[config.mk]
export PLATFORM = sky130hd
export DESIGN_NAME = pattern_tx
export DESIGN_NICKNAME = d
export VERILOG_FILES = /design/src/rtl/pattern_tx.sv
export SDC_FILE = /design/constraint.sdc
export NUM_CORES = 1
export LEC_CHECK = 0
export ABC_AREA = 1
export CAP_MARGIN = 20
export CELL_PAD_IN_SITES_DETAIL_PLACEMENT = 0
export CELL_PAD_IN_SITES_GLOBAL_PLACEMENT = 2
export CORE_MARGIN = 3
export CORE_UTILIZATION = 29
export DETAILED_ROUTE_END_ITERATION = 10
export PLACE_DENSITY_LB_ADDON = 0.1
export SLEW_MARGIN = 20
export SYNTH_ARGS = -nofsm -noshare
export SYNTH_HDL_FRONTEND = slang
export SYNTH_SLANG_ARGS = --single-unit
[constraint.sdc]
create_clock -name clk_i -period 2.1 [get_ports clk_i]
set_clock_uncertainty 0.2 [all_clocks]
set_input_delay 0.63 -clock clk_i [delete_from_list [all_inputs] [get_ports clk_i]]
set_output_delay 0.63 -clock clk_i [all_outputs]
set_load 0.1 [all_outputs]
[src/rtl/pattern_tx.sv]
// rtl/pattern_tx.sv - serial pattern transmitter, MSB-first, with repeat count and inter-repetition gap
module pattern_tx #(
  parameter int WIDTH = 8,
  parameter int LEN_W = 4,
  parameter int CNT_W = 4
) (
  input  logic             clk_i,
  input  logic             rst_ni,
  input  logic             start_i,
  input  logic [WIDTH-1:0] pattern_i,
  input  logic [LEN_W-1:0] len_i,
  input  logic [CNT_W-1:0] repeat_i,
  input  logic [CNT_W-1:0] gap_i,
  output logic             w_o,
  output logic             valid_o,
  output logic             busy_o,
  output logic             done_o
);

  localparam int IDX_W = (WIDTH > 1) ? $clog2(WIDTH) : 1;

  typedef enum logic [1:0] {
    S_IDLE,
    S_SEND,
    S_GAP,
    S_DONE
  } state_e;

  state_e           state_q, state_d;
  logic [WIDTH-1:0] pat_q, pat_d;
  logic [LEN_W-1:0] len_q, len_d;
  logic [CNT_W-1:0] rep_q, rep_d;
  logic [CNT_W-1:0] gap_q, gap_d;
  logic [CNT_W-1:0] gcnt_q, gcnt_d;
  logic [IDX_W-1:0] idx_q, idx_d;
  logic             w_q, w_d;
  logic             valid_q, valid_d;
  logic             busy_q, busy_d;
  logic             done_q, done_d;

  logic [LEN_W-1:0] len_eff;
  logic [CNT_W-1:0] rep_eff;

  always_comb begin
    len_eff = (len_i > LEN_W'(WIDTH)) ? LEN_W'(WIDTH) : len_i;
    rep_eff = (repeat_i == '0) ? CNT_W'(1) : repeat_i;
  end

  // rep_q counts repetitions still owed, including the one being sent.
  always_comb begin
    state_d = state_q;
    pat_d   = pat_q;
    len_d   = len_q;
    rep_d   = rep_q;
    gap_d   = gap_q;
    gcnt_d  = gcnt_q;
    idx_d   = idx_q;

    case (state_q)
      S_IDLE: begin
        if (start_i) begin
          pat_d  = pattern_i;
          len_d  = len_eff;
          rep_d  = rep_eff;
          gap_d  = gap_i;
          gcnt_d = '0;
          idx_d  = IDX_W'(len_eff - LEN_W'(1));
          state_d = (len_eff == '0) ? S_DONE : S_SEND;
        end
      end
      S_SEND: begin
        if (idx_q == '0) begin
          if (rep_q > CNT_W'(1)) begin
            rep_d = rep_q - CNT_W'(1);
            if (gap_q != '0) begin
              state_d = S_GAP;
              gcnt_d  = gap_q;
            end else begin
              idx_d = IDX_W'(len_q - LEN_W'(1));
            end
          end else begin
            state_d = S_DONE;
          end
        end else begin
          idx_d = idx_q - IDX_W'(1);
        end
      end
      S_GAP: begin
        if (gcnt_q <= CNT_W'(1)) begin
          state_d = S_SEND;
          gcnt_d  = '0;
          idx_d   = IDX_W'(len_q - LEN_W'(1));
        end else begin
          gcnt_d = gcnt_q - CNT_W'(1);
        end
      end
      S_DONE: begin
        state_d = S_IDLE;
      end
      default: begin
        state_d = S_IDLE;
      end
    endcase
  end

  // Outputs are derived from the next state so they register alongside it.
  always_comb begin
    w_d     = (state_d == S_SEND) && pat_d[idx_d];
    valid_d = (state_d == S_SEND);
    busy_d  = (state_d == S_SEND) || (state_d == S_GAP);
    done_d  = (state_d == S_DONE);
  end

  always_ff @(posedge clk_i or negedge rst_ni) begin
    if (!rst_ni) begin
      state_q <= S_IDLE;
      pat_q   <= '0;
      len_q   <= '0;
      rep_q   <= '0;
      gap_q   <= '0;
      gcnt_q  <= '0;
      idx_q   <= '0;
      w_q     <= 1'b0;
      valid_q <= 1'b0;
      busy_q  <= 1'b0;
      done_q  <= 1'b0;
    end else begin
      state_q <= state_d;
      pat_q   <= pat_d;
      len_q   <= len_d;
      rep_q   <= rep_d;
      gap_q   <= gap_d;
      gcnt_q  <= gcnt_d;
      idx_q   <= idx_d;
      w_q     <= w_d;
      valid_q <= valid_d;
      busy_q  <= busy_d;
      done_q  <= done_d;
    end
  end

  assign w_o     = w_q;
  assign valid_o = valid_q;
  assign busy_o  = busy_q;
  assign done_o  = done_q;

endmodule

# Yosys cells after proc, flatten, opt, wreduce, memory -nomap -nowiden

Index checks and enable logic that the tools add are counted.

Reduce and logical (&&, ||, !) cells: 12
Bitwise gates (word level): 0
Multiplexer cells: 29
$add $sub $neg: 5
Multipliers: 0
Eq/ne operators: 10
Shifts and indexed selects: 0
Divide/modulo/power cells: 0
Magnitude comparators: 4

Operators by type and width:

| cell                  | number |
|---|---|
| $mux W4               | 10 |
| $mux W8               | 2 |
| $mux W3               | 5 |
| $mux W2               | 6 |
| $pmux W4 S3           | 1 |
| $pmux W3 S3           | 1 |
| $sub A3 B1 Y3 const B | 3 |
| $eq A2 B2 Y1 const B  | 4 |
| $logic_not A4 Y1      | 2 |
| $ne A2 B2 Y1 const B  | 4 |
| $pmux W2 S4           | 1 |
| $pmux W4 S2           | 1 |
| $sub A4 B1 Y4 const B | 2 |
| $reduce_and A5 Y1     | 1 |
| $eq A2 B1 Y1 const B  | 2 |
| $gt A4 B1 Y1 const B  | 1 |
| $gt A4 B4 Y1 const B  | 1 |
| $le A4 B1 Y1 const B  | 1 |
| $lt A3 B4 Y1 const B  | 1 |
| $reduce_and A4 Y1     | 1 |
| $reduce_bool A4 Y1    | 1 |
| $bmux W1 S3           | 1 |
| $logic_not A3 Y1      | 1 |
| $reduce_bool A3 Y1    | 1 |
| other kinds (6)       | 6 |

Memories: 0
Bits of input ports: 23
Output and inout port bits: 4
Logic and storage cells: 71
Memory bits (read-only): 0
Bits in writable memories: 0
Bits in registers: 32
Latch bits: 0

# Depth between registers and ports, before layout

Depth in word-level cells: 8
Depth in mapped cells: 16
Gate-level depth less buffers: 16

# Least setup slack after synthesis

Ideal clock, no wire load.

Path type: in2reg
Start point: input len_i[0]
End point: register w_q, in the netlist w_o
Arrival: 1.947 ns
Data required time: 1.784 ns
Slack: -0.162 ns
Cell stages on the path: 14
Setup time: 0.116 ns
Cell sequence: nor3_1 o21ai_0 ha_1 or2_1 nand2_1 nand2_1 nand2_1 clkinv_1 nand2_4 inv_2 nand3_2 nand2_2 nor2_2 nor2_2

Word-level cells in the longest chain between the ends: 8
Elaborated cells between the ends (all ways): 13

RTL lines:

| what                            | line | source |
|---|---|---|
| start: declaration              | 11   | `input logic [LEN_W-1:0] len_i,` |
| $gt A4 B4 Y1                    | 45   | `len_eff = (len_i > LEN_W'(WIDTH)) ? LEN_W'(WIDTH) : len_i;` |
| $mux W4 *                       | 45   |  |
| $sub A3 B1 Y3 *                 | 67   | `idx_d = IDX_W'(len_eff - LEN_W'(1));` |
| $mux W3 *                       | 61   | `if (start_i) begin` |
| $pmux W3 S3 *                   | 59   | `case (state_q)` |
| via idx_d[1]                    | 35   | `logic [IDX_W-1:0] idx_q, idx_d;` |
| $bmux W1 S3 *                   | 108  | `w_d = (state_d == S_SEND) && pat_d[idx_d];` |
| $mux W1 (not written as such) * | 108  |  |
| $logic_and A1 B1 Y1 *           | 108  |  |
| via w_d                         | 36   | `logic w_q, w_d;` |
| end signal: assignment          | 135  | `w_q <= w_d;` |
| end: declaration                | 36   |  |

Mark *: on every way through the listed nets, which the timed path passes. The rest lies on a longest branch. The select of a mux whose other input is x is not followed.
A chain may end at the register's enable or synchronous reset.

# Final worst setup path

Start point: input len_i[2]
End point: register w_q, in the netlist w_o

Word-level cells in the longest chain between the ends: 8
Elaborated cells between the ends (all ways): 13

RTL lines:

| what                          | line |
|---|---|
| $gt A4 B4 Y1                  | 45 |
| $mux W4                       | 45 |
| $sub A3 B1 Y3                 | 67 |
| $mux W3                       | 61 |
| $pmux W3 S3                   | 59 |
| via idx_d[1]                  | 35 |
| $bmux W1 S3                   | 108 |
| $mux W1 (not written as such) | 108 |
| $logic_and A1 B1 Y1           | 108 |
| via w_d                       | 36 |

The timed path passes the listed nets, and every way through them passes these cells. The select of a mux whose other input is x is not followed.

==> impl_metrics.ini <==
[sta]
relSlewSlack_pct = 77.8
tns_ns = 0
tightestPinTransition_ns = 0.329
period_needed_ns = 2.10
maxSlewViolCount = 0
hold_violations = 0
worst_slack_ns = 0.00345
whs_ns = 0.292
fin_crit_sh_pct = 99.8
rsz0062_at_grt = yes
max_freq_mhz = 477
setup_viol = 0

[synthesis]
synth_warnings = 0
synth-seq-cells = 32
synth_largest_area_cell = dfrtp_1
synth_compound_area_share_pct = 12.6
yosys.area_share.simple_pct = 26.5
synth_top_family_by_area = simple AND/OR/NAND/NOR gates
synthXorXnorAreaFrac_pct = 2.12
ys_seq_area_share_pct = 38.8
yosys.cell_types.count = 34
postSynthAreaPerCell_sq_um = 7.84
synth_top_area_share_pct = 38.8
synth_area_leaders = dfrtp_1 39%, nand2_1 8.6%, ha_1 8.5%
muxShareOfSynthArea_pct = 1.03
synth_adder_area_share_pct = 8.50
synth_area_sq_um = 2060
syn_nets = 300
netlist_instances = 263

[placed_design]
placed_cells = 420
dp_hpwl_mm = 4.03
pre_cts_ws_ns = -0.748
gp_congestion = 0.786
dpl_cell_area_sq_um = 2770
port_buffers = 26

[route]
antenna_left = 0
first_pass_iters = 4
drt_wl_total_mm = 5.37
wl_per_cell_microns = 12.4
drt_iter0_drc = 67
vias = 1847
viasPerCell = 4.28
route.detailed.drc = 0

[global_routing]
grt_pass1_wl_mm = 8.71
groute.usage.overall_pct = 13.3
antenna_found_initial = 0
gr-total-overflow = 0
grt_pass1_vias = 1776
grt_max_degree = 33

[power]
power_switching_share_pct = 46.6
p_sw_mw = 2.30
peakVddDrop_mv = 0.744
combPwrFrac_pct = 67.5
sequentialPowerShare_pct = 21.6
p_total_mw = 4.93
pwr-share-clk_pct = 10.8
p_per_area_nw_per_um2 = 1620
p_int_mw = 2.63
p_leak_nw = 1.46

[layout]
fin_cells = 432
final_area_sq_um = 3040
nets = 373
area_growth_pct = 47.6
finalCoreUtilization_pct = 44.5
drive_gt1_share_pct = 37.5
antenna-diode-count = 0

[min_path]
min_path_type = flop to flop
holdPathStages = 2

[outcome]
status = finished clean

[clocking]
cts_max_path_buffers = 2
cts_buffers = 5
holdBufCountCts = 0
htree_levels = 2
clk_pin_slew_ns = 0.07
cts_tree = done
cts-root-buf = clkbuf_8
clkLatencyLatePin_ns = 0.29
cts_num_sinks = 32

[setup_path]
worst-path-max-fanout = 4
criticalPathCategory = primary input to flop
required_ns = 2.08
r2r_cells = 14
cp-end-kind = flop
cp.arrival_ns = 2.08
worst_setup_path_start_kind = primary input

[floorplan]
initial_utilization_pct = 30.2
num_rows = 30
ioPinCount = 27
fp.dieW_microns = 90.3
die_y_microns = 90.3
fp.dieArea_sq_um = 8160
core-area_sq_um = 6830

[job]
maxCapViolations = 0
power groups by stage:
stage / registers [mW] / logic [mW] / clock network [mW]
global placement: 1.08 / 3.08 / 0
CTS: 1.07 / 3.14 / 0.558
finish: 1.07 / 3.33 / 0.534
global route: 1.10 / 3.73 / 0.578
floorplan: 1.26 / 1.80 / 0
detailed placement: 1.08 / 3.08 / 0
kinds of logic after synthesis:
kind of cell	after synthesis
mux	2
simple gates	109
xor+xnor	5
flops	32
fa+ha+maj	14
buf+inv	55
compound gates	46
Yosys cell counts, drive strengths merged:
cell    count
nand2      58
inv        50
dfrtp      32
o21ai      27
nor2       20
nand3      18
ha         14
o22ai       7
or2         7
a21oi       6
nor3        4
xnor2       4
buf         2
clkinv      2
nand4       2
o211ai      2
a22oi       1
a31oi       1
a32oi       1
clkbuf      1
mux2        1
mux2i       1
o311ai      1
xor2        1
worst paths after layout:
check	from	endpoint	slack, ns
max reg2reg	idx_q[0]	w_o	0.06
min in group asynchronous	rst_ni	gcnt_q[3]	0.51
max in group asynchronous	rst_ni	len_q[0]	1.01
max	len_i[2]	w_o	0.003
min reg2reg	pat_q[7]	pat_q[7]	0.29
min	pat_q[7]	pat_q[7]	0.29
worst max-delay path: stages:
cell and delay [ns]:
buf_6 0.10, nor3_4 0.18, o21ai_2 0.11, ha_4 0.23, or2_1 0.20, nand2_1 0.06
nand2_1 0.04, nand2_1 0.08, clkinv_2 0.06, nand2_4 0.10, inv_4 0.04, nand3_2 0.05
nand2_2 0.05, nor2_2 0.10, nor2_2 0.03
routing by layer:
layer	global-route usage, %	vias to the layer above	part of all wire, %
li1	-	982	-
met1	19.8	829	51
met2	19.2	30	44
met3	2.67	6	3.7
met4	4.34	0	1.2
met5	0	-	0
placed cells by master, fill, tap and decap left out, types with 7 or more instances in the layout:
master            n
nand3_1          11
dfrtp_1          32
buf_4            40
inv_1            36
clkbuf_8          7
ha_1              9
o21ai_0          22
nand2_2          13
clkdlybuf4s50_1  17
nor2_1           12
inv_2            13
nand2_1          40
repair_timing:
item,in CTS,in global routing
gates resized for setup,28,37
setup buffers,2,3
pin swaps,12,20
hold endpoints to repair,0,0
endpoints found under the setup margin,13,4
final cells by class:
type	count	area [sq um]
Sequential cell	32	801
Tap cell	96	120
Inverter	52	199
Timing Repair Buffer	69	641
Clock buffer	7	96.3
Fill cell	731	3790
Multi-Input combinational cell	176	1190
state kept, by name, indices dropped and copies added, names as in the netlist:
| register | cells |
|---|---|
| state_q | 2 |
| pat_q | 8 |
| valid_o | 1 |
| busy_o | 1 |
| gcnt_q | 4 |
| rep_q | 4 |
| idx_q | 3 |
| done_o | 1 |
| w_o | 1 |
| len_q | 3 |
| gap_q | 4 |
No activity file was read; power rests on OpenSTA's default activity.
